## src/rtl/pw_pkg.sv

```systemverilog
// Purpose: shared types and defaults for the password lockout controller.
// Latency: n/a (declarations only).
// Backpressure: n/a (no handshake in this block).
package pw_pkg;

    // Two-bit state code; 2'b11 is unused and recovers to ST_READY.
    typedef enum logic [1:0] {
        ST_READY    = 2'b00,
        ST_UNLOCKED = 2'b01,
        ST_LOCKOUT  = 2'b10
    } pw_state_t;

    // Bit positions inside the upstream password FSM one-hot status bus.
    localparam int STATUS_CORRECT_BIT   = 8;
    localparam int STATUS_INCORRECT_BIT = 7;

    localparam int DEF_MAX_FAILS    = 3;
    localparam int DEF_UNLOCK_TICKS = 5;
    localparam int DEF_LOCK_TICKS   = 30;

endpackage

```

## src/rtl/pw_edge_detect.sv

```systemverilog
// Purpose: registered previous-value edge detector, per-bit rise and toggle.
// Latency: combinational from din against last cycle's value; history updates each clk.
// Backpressure: none; samples every clk.
//
// Ports:
//   clk, rst  - clock, synchronous active-high reset
//   din       - vector to watch
//   rise      - din bit went 0->1 since last clk
//   toggle    - din bit changed since last clk
module pw_edge_detect #(
    parameter int W = 1
) (
    input  logic         clk,
    input  logic         rst,
    input  logic [W-1:0] din,
    output logic [W-1:0] rise,
    output logic [W-1:0] toggle
);

    logic [W-1:0] din_q;

    // History loads the live value even in reset, so a level already present
    // when reset releases is never seen as an edge.
    always_ff @(posedge clk) begin
        din_q <= din;
    end

    // Events are masked while reset is asserted.
    always_comb begin
        rise   = din & ~din_q & {W{~rst}};
        toggle = (din ^ din_q) & {W{~rst}};
    end

endmodule

```

## src/rtl/pw_lockout_ctrl.sv

```systemverilog
// Purpose: counts wrong password attempts, grants timed unlock, enforces timed lockout.
// Latency: an input change sampled at one clk edge is visible on outputs right after it.
// Backpressure: none; events arriving while UNLOCKED/LOCKOUT are dropped, never queued.
//
// Ports:
//   clk, rst       - system clock, synchronous active-high reset
//   clk_div        - divided clock from password FSM; every toggle is one tick
//   status         - password FSM one-hot status (bit 8 correct, bit 7 incorrect)
//   unlocked       - high in UNLOCKED
//   locked_out     - high in LOCKOUT
//   entry_inhibit  - high whenever not READY
//   fail_count     - consecutive incorrect attempts
//   time_left      - ticks remaining in UNLOCKED/LOCKOUT, 0 in READY
module pw_lockout_ctrl
    import pw_pkg::*;
#(
    parameter int MAX_FAILS    = DEF_MAX_FAILS,
    parameter int UNLOCK_TICKS = DEF_UNLOCK_TICKS,
    parameter int LOCK_TICKS   = DEF_LOCK_TICKS,
    parameter int CNT_W        = 6,
    parameter int FAIL_W       = 2
) (
    input  logic              clk,
    input  logic              rst,
    input  logic              clk_div,
    input  logic [8:0]        status,
    output logic              unlocked,
    output logic              locked_out,
    output logic              entry_inhibit,
    output logic [FAIL_W-1:0] fail_count,
    output logic [CNT_W-1:0]  time_left
);

    localparam logic [FAIL_W-1:0] FAIL_LAST   = FAIL_W'(MAX_FAILS - 1);
    localparam logic [CNT_W-1:0]  UNLOCK_LOAD = CNT_W'(UNLOCK_TICKS);
    localparam logic [CNT_W-1:0]  LOCK_LOAD   = CNT_W'(LOCK_TICKS);

    pw_state_t         state_q, state_nx;
    logic [FAIL_W-1:0] fail_q, fail_nx;
    logic [CNT_W-1:0]  time_q, time_nx;

    logic       tick;
    logic       unused_clk_div_rise;
    logic [1:0] st_rise;
    logic [1:0] unused_st_toggle;
    logic       unused_status_bits;
    logic       ok_ev;
    logic       bad_ev;

    assign unused_status_bits = ^status[6:0];

    pw_edge_detect #(.W(1)) u_tick_det (
        .clk    (clk),
        .rst    (rst),
        .din    (clk_div),
        .rise   (unused_clk_div_rise),
        .toggle (tick)
    );

    // st_rise[1] = correct, st_rise[0] = incorrect.
    pw_edge_detect #(.W(2)) u_status_det (
        .clk    (clk),
        .rst    (rst),
        .din    ({status[STATUS_CORRECT_BIT], status[STATUS_INCORRECT_BIT]}),
        .rise   (st_rise),
        .toggle (unused_st_toggle)
    );

    // A simultaneous correct+incorrect rise is an illegal one-hot code and is
    // treated as a failure only.
    assign bad_ev = st_rise[0];
    assign ok_ev  = st_rise[1] & ~st_rise[0];

    // State register.
    always_ff @(posedge clk) begin
        if (rst) begin
            state_q <= ST_READY;
            fail_q  <= '0;
            time_q  <= '0;
        end else begin
            state_q <= state_nx;
            fail_q  <= fail_nx;
            time_q  <= time_nx;
        end
    end

    // Next-state logic. In READY a coincident tick is ignored, so a freshly
    // loaded timer always gets its full count.
    always_comb begin
        state_nx = state_q;
        fail_nx  = fail_q;
        time_nx  = time_q;
        case (state_q)
            ST_READY: begin
                if (bad_ev) begin
                    if (fail_q == FAIL_LAST) begin
                        state_nx = ST_LOCKOUT;
                        fail_nx  = '0;
                        time_nx  = LOCK_LOAD;
                    end else begin
                        fail_nx = fail_q + FAIL_W'(1);
                    end
                end else if (ok_ev) begin
                    state_nx = ST_UNLOCKED;
                    fail_nx  = '0;
                    time_nx  = UNLOCK_LOAD;
                end
            end
            ST_UNLOCKED, ST_LOCKOUT: begin
                if (tick) begin
                    if (time_q <= CNT_W'(1)) begin
                        state_nx = ST_READY;
                        time_nx  = '0;
                    end else begin
                        time_nx = time_q - CNT_W'(1);
                    end
                end
            end
            default: begin
                state_nx = ST_READY;
                fail_nx  = '0;
                time_nx  = '0;
            end
        endcase
    end

    // Output decode from registered state.
    always_comb begin
        unlocked      = (state_q == ST_UNLOCKED);
        locked_out    = (state_q == ST_LOCKOUT);
        entry_inhibit = (state_q != ST_READY);
        fail_count    = fail_q;
        time_left     = time_q;
    end

endmodule
```

## config.mk

```make
export PLATFORM = sky130hd
export DESIGN_NAME = pw_lockout_ctrl
export DESIGN_NICKNAME = d
export VERILOG_FILES = /design/src/rtl/pw_pkg.sv /design/src/rtl/pw_edge_detect.sv /design/src/rtl/pw_lockout_ctrl.sv
export SDC_FILE = /design/constraint.sdc
export NUM_CORES = 1
export LEC_CHECK = 0
export CAP_MARGIN = 20
export CORE_MARGIN = 3
export CORE_UTILIZATION = 46
export CTS_BUF_LIST = sky130_fd_sc_hd__clkbuf_4 sky130_fd_sc_hd__clkbuf_8
export DETAILED_ROUTE_END_ITERATION = 7
export MAX_ROUTING_LAYER = met4
export PLACE_DENSITY = 0.78
export SLEW_MARGIN = 15
export SYNTH_ARGS = -nofsm -noshare
export SYNTH_HDL_FRONTEND = slang
export SYNTH_SLANG_ARGS = --single-unit
```

## constraint.sdc

```tcl
create_clock -name clk -period 2.5 [get_ports clk]
set_clock_uncertainty 0.15 [all_clocks]
set_input_delay 0.375 -clock clk [delete_from_list [all_inputs] [get_ports clk]]
set_output_delay 0.375 -clock clk [all_outputs]
set_load 0.03 [all_outputs]
```

[Word-level counts from Yosys, hierarchy flattened]
Cells that the tools add are included.
Cells by class
  add/subtract/negate cells: 2
  magnitude comparators: 1
  equality and inequality tests: 7
  multiplexer cells: 16
  bitwise operators: 9
  reduce and logical (&&, ||, !) cells: 6
Operator list (count)
  two-way mux 6 bit: 5
  two-way mux 2 bit: 8
  one-hot mux 6 bit (2 select lines): 1
  one-hot mux 2 bit (2 select lines): 2
  less-or-equal comparator 6 x 1 -> 1 bit (second input constant): 1
  inequality test 3 bit (second input constant): 2
  subtractor 6 x 1 -> 6 bit (second input constant): 1
  bitwise AND 2 bit: 2
  equality test 2 bit (second input constant): 2
  inequality test 2 bit (second input constant): 2
  AND reduction 4 bit: 1
  NOT 1 bit: 3
  AND reduction 3 bit: 1
  adder 2 x 1 -> 2 bit (second input constant): 1
  bitwise AND 1 bit: 2
  equality test 2 x 1 -> 1 bit (second input constant): 1
  logical NOT 2 bit: 1
  NOT 2 bit: 1
  AND reduction 2 bit: 1
  nonzero test 2 bit: 1
  OR reduction 2 bit: 1
  XOR 1 bit: 1
Storage, ports and cells
  flip-flop bits (word level): 13
  input port bits: 12
  output and inout bits: 11
  word-level logic and storage cells: 46

[Longest topological paths before layout]
  word-level depth: 8
  mapped depth: 8

[Modules after synthesis]
Synthesis repeated with hierarchy kept, for this count alone.
Second synthesis, totals
  cell total of the unflattened synthesis: 95
  area total of the unflattened synthesis: 812.0 um^2
By module, submodules not included
  pw_lockout_ctrl: instances 1, cells an instance 80, area an instance 673.1 um^2
  pw_edge_detect at u_status_det: instances 1, cells an instance 10, area an instance 92.6 um^2
  pw_edge_detect at u_tick_det: instances 1, cells an instance 5, area an instance 46.3 um^2

[Least setup slack after synthesis]
Ideal clock, no wire load.
  kind: reg2reg
  from: register time_q[0] (netlist: time_left[0])
  to: register time_q[2] (netlist: time_left[2])
  library setup time: 70 ps
  data arrival time: 1773 ps
  required time: 2280 ps
  slack: 507 ps
  cell stages (with the launch flop): 8
  path buffers: 0
  path through: dfxtp_1 > inv_1 > ha_1 > o21bai_2 > o21a_1 > a31oi_1 > or3_1 > a21oi_1
Between the ends
  longest elaborated chain between the ends: 4
RTL lines
  start: declaration: line pw_lockout_ctrl.sv:40  | logic [CNT_W-1:0] time_q, time_nx;
  start signal: assignment: line pw_lockout_ctrl.sv:83  | time_q <= time_nx;
  subtractor 6 x 1 -> 6 bit or less-or-equal comparator 6 x 1 -> 1 bit (tied branches): line pw_lockout_ctrl.sv:115, pw_lockout_ctrl.sv:111
  two-way mux 6 bit (*): line pw_lockout_ctrl.sv:111  | if (time_q <= CNT_W'(1)) begin
  two-way mux 6 bit (*): line pw_lockout_ctrl.sv:110  | if (tick) begin
  one-hot mux 6 bit (2 select lines) (*): line pw_lockout_ctrl.sv:93  | case (state_q)
Mark *: on every way between the ends. The rest lies on a longest branch, timed or not. The select of a mux whose other input is x is not followed.
A chain may end at the register's enable or synchronous reset.

[Worst setup path in the final report]
  from: register state_q[0]
  to: output port entry_inhibit
Between the ends
  longest elaborated chain between the ends: 1
RTL lines
  start: declaration: line pw_lockout_ctrl.sv:38  | pw_state_t state_q, state_nx;
  start signal: assignment: line pw_lockout_ctrl.sv:81  | state_q <= state_nx;
  nonzero test 2 bit: line pw_lockout_ctrl.sv:131  | entry_inhibit = (state_q != ST_READY);
  end: declaration: line pw_lockout_ctrl.sv:29  | output logic entry_inhibit,
No other way between the ends.

==> impl_metrics.tcl <==
set metrics [dict create \
    status "finished, final reports clean" \
    clkLatencyLatePin_ns 0.27 \
    gr-usage-all-layers 0.1695 \
    fin_crit_sh 0.9113 \
    post-place-ws_ns 0.3930 \
    vias_per_cell 5.450 \
    p_switching_uw 393.4 \
    crit_chain "inv_1 -> ha_1 -> inv_2 -> clkdlybuf4s50_1" \
    htree_num_levels 1 \
    syn_inst 93 \
    io_pins 23 \
    coreArea_um2 1541 \
    grt_start_max_net_pins 16 \
    drtAntennaViolNets 0 \
    p_seq_frac 0.302 \
    crit_path_start_kind "flip-flop" \
    antenna_found_initial 0 \
    holdCritPathClass "flip-flop to flip-flop" \
    worstPathArrival_ns 1.75 \
    ir_drop_mv 0.4467 \
    worst_pin_slew_ns 0.3668 \
    crit_required_ns 1.98 \
    syn-cell-area_um2 774.5 \
    drive_above_1_share 0.1327 \
    area_delta_synth_final_pct 27.63 \
    hold_buffers 0 \
    cpMaxStageDelayCell "clkdlybuf4s50_1" \
    synth_ff_type "dfxtp_1" \
    drt-total-wl_um 1554 \
    vias 703 \
    cp_max_fo 5 \
    rows 14 \
    ys_types 31 \
    avgSynthCellArea_um2 8.328 \
    cts_resized 0 \
    cts_root_buffer "clkbuf_4" \
    finalPower_uw 924.6 \
    clkSinkCount 13 \
    cp-end-kind "output pin" \
    internal_power_uw 531.2 \
    cts_tree "done" \
    comb_power_share 0.547 \
    die_area_um2 2212 \
    post-route-drc-count 0 \
    r2r_cells 7 \
    crit_start "state_q[0]" \
    netSwitchingFraction 0.4255 \
    max_stage_delay_ns 0.67 \
    whs_path_depth 2 \
    hold_end "time_left[1]" \
    grt_pass1_wl_um 2635 \
    p_clk_frac 0.151 \
    syn_nets 111 \
    ff2ff_setup_slack_ns 0.53 \
    gp_congestion 0.8576 \
    hold_violations 0 \
    grt_pass1_vias 642 \
    final_common_cell "clkdlybuf4s50_1" \
    ys_warn_count 0 \
    fin_setup_tns_ns 0 \
    power_density_nw_per_um2 935.4 \
    diodes 0 \
    finalSetupViolCount 0 \
    n_fill_cell 151 \
    fp.dieH_um 47.03 \
    wire_per_inst_um 12.05 \
    synth-seq-cells 13 \
    setup_ws_ns 0.2218 \
    clockBufferDepth 2 \
    hp-start "time_left[1]" \
    nets 132 \
    die_w_um 47.03 \
    rsz0062_at_grt "false" \
    post-route-min-period_ns 2.278 \
    yosysSeqAreaShare 0.3360 \
    synth-edff-count 0 \
    rr_endpoint "time_left[2]" \
    fmax_ghz 0.4389 \
    dr.pass1.iters 4 \
    dpl.hpwl_um 1186 \
    post_cts_buffers 0 \
    overflow 0 \
    start_util 0.5024 \
    maxSlewHeadroom 0.7532 \
    rr_startpoint "time_left[0]" \
    final_cell_mix "clkdlybuf4s50_1 (15), o21ai_1 (13), dfxtp_1 (13)" \
    async_flop_share 0 \
    io_buffers 15 \
    cts_made_buffers 3 \
    drt_iter0_markers 6 \
    leakage_uw 0.0003776 \
    maxSlewViolCount 0 \
    clkTransAtPathRegs_ns 0.08 \
    critical_path_class "flip-flop to output pin" \
    drv_cap 0 \
]
-- flip-flops by register name, summed over array words and instances (netlist names) --
signal              cells
fail_count              2
state_q                 2
time_left               6
u_status_det.din_q      2
u_tick_det.din_q        1
-- how the worst max path moves through the flow --
stage,end,depth (start not counted),slack [ns]
final,entry_inhibit,4,0.22
after global routing,entry_inhibit,4,0.14
after CTS,entry_inhibit,4,0.20
after detailed placement,state_q[1],6,0.39
after global placement,state_q[1],6,0.39
after floorplan,time_left[2],7,0.51
-- logic make-up (layout without fill, tap and decap cells) --
kind of cell,Yosys count,count (layout),synth area share
AO/OA/AOI/OAI,31,31,0.2456
AND/OR/NAND/NOR,30,30,0.2294
flip-flops,13,13,0.3360
buffers and inverters,10,30,0.05007
adder cells (fa/ha/maj),6,6,0.09693
XOR/XNOR,2,2,0.02262
multiplexers,1,1,0.01938
-- power groups by stage --
stage / Combinational (uW) / Sequential, uW / Clock [uW]
after detailed placement: 503 / 284 / 0
after global routing: 553 / 285 / 154
final: 506 / 279 / 140
after floorplan: 330 / 314 / 0
after global placement: 498 / 280 / 0
after CTS: 507 / 278 / 146
-- synthesized netlist by cell type, types with 2 or more instances --
master,instances,area share
a21oi_1,7,0.045
dfxtp_1,13,0.34
ha_1,6,0.097
inv_1,7,0.034
nand2_1,4,0.019
nand2b_1,4,0.032
nand3b_1,4,0.039
nor2_1,7,0.034
nor3_1,3,0.019
o21ai_0,4,0.026
o21ai_1,13,0.084
xnor2_1,2,0.023
-- per-stage QoR --
step | util | area (um^2) | cells | hold WS (ns)
floorplan | - | 774.5 | 93 | 0.2527
global placement | 0.6218 | 958.4 | 125 | 0.3478
detailed placement | 0.6218 | 958.4 | 125 | 0.3794
CTS | 0.6412 | 988.4 | 129 | 0.3932
global route | 0.6412 | 988.4 | 129 | 0.4108
finish | 0.6412 | 988.4 | 129 | 0.3965
-- final cells by class --
type | count | area [um^2] | area share
multi-input combinational | 70 | 475.5 | 0.4810
sequential | 13 | 260.3 | 0.2633
clock buffer | 4 | 30.03 | 0.03038
tap | 16 | 20.02 | 0.02025
timing repair buffer | 18 | 172.7 | 0.1747
inverter | 8 | 30.03 | 0.03038
-- critical path: cells and delay by family (launching register included) --
family	cells	cell delay, ns
adder cells (fa/ha/maj)	1	0.26
buffers and inverters	3	0.86
flip-flops	1	0.37
-- layer usage --
layer / GRT usage / share of wire / vias up / wire [um]
met5: - / 0 / - / 0
met4: 0.06630 / 0.010 / 0 / 16
met3: 0.02299 / 0.032 / 2 / 49
met2: 0.2656 / 0.46 / 12 / 715
met1: 0.2189 / 0.50 / 319 / 773
li1: - / - / 370 / -
Power figures use the tool's default switching activity.
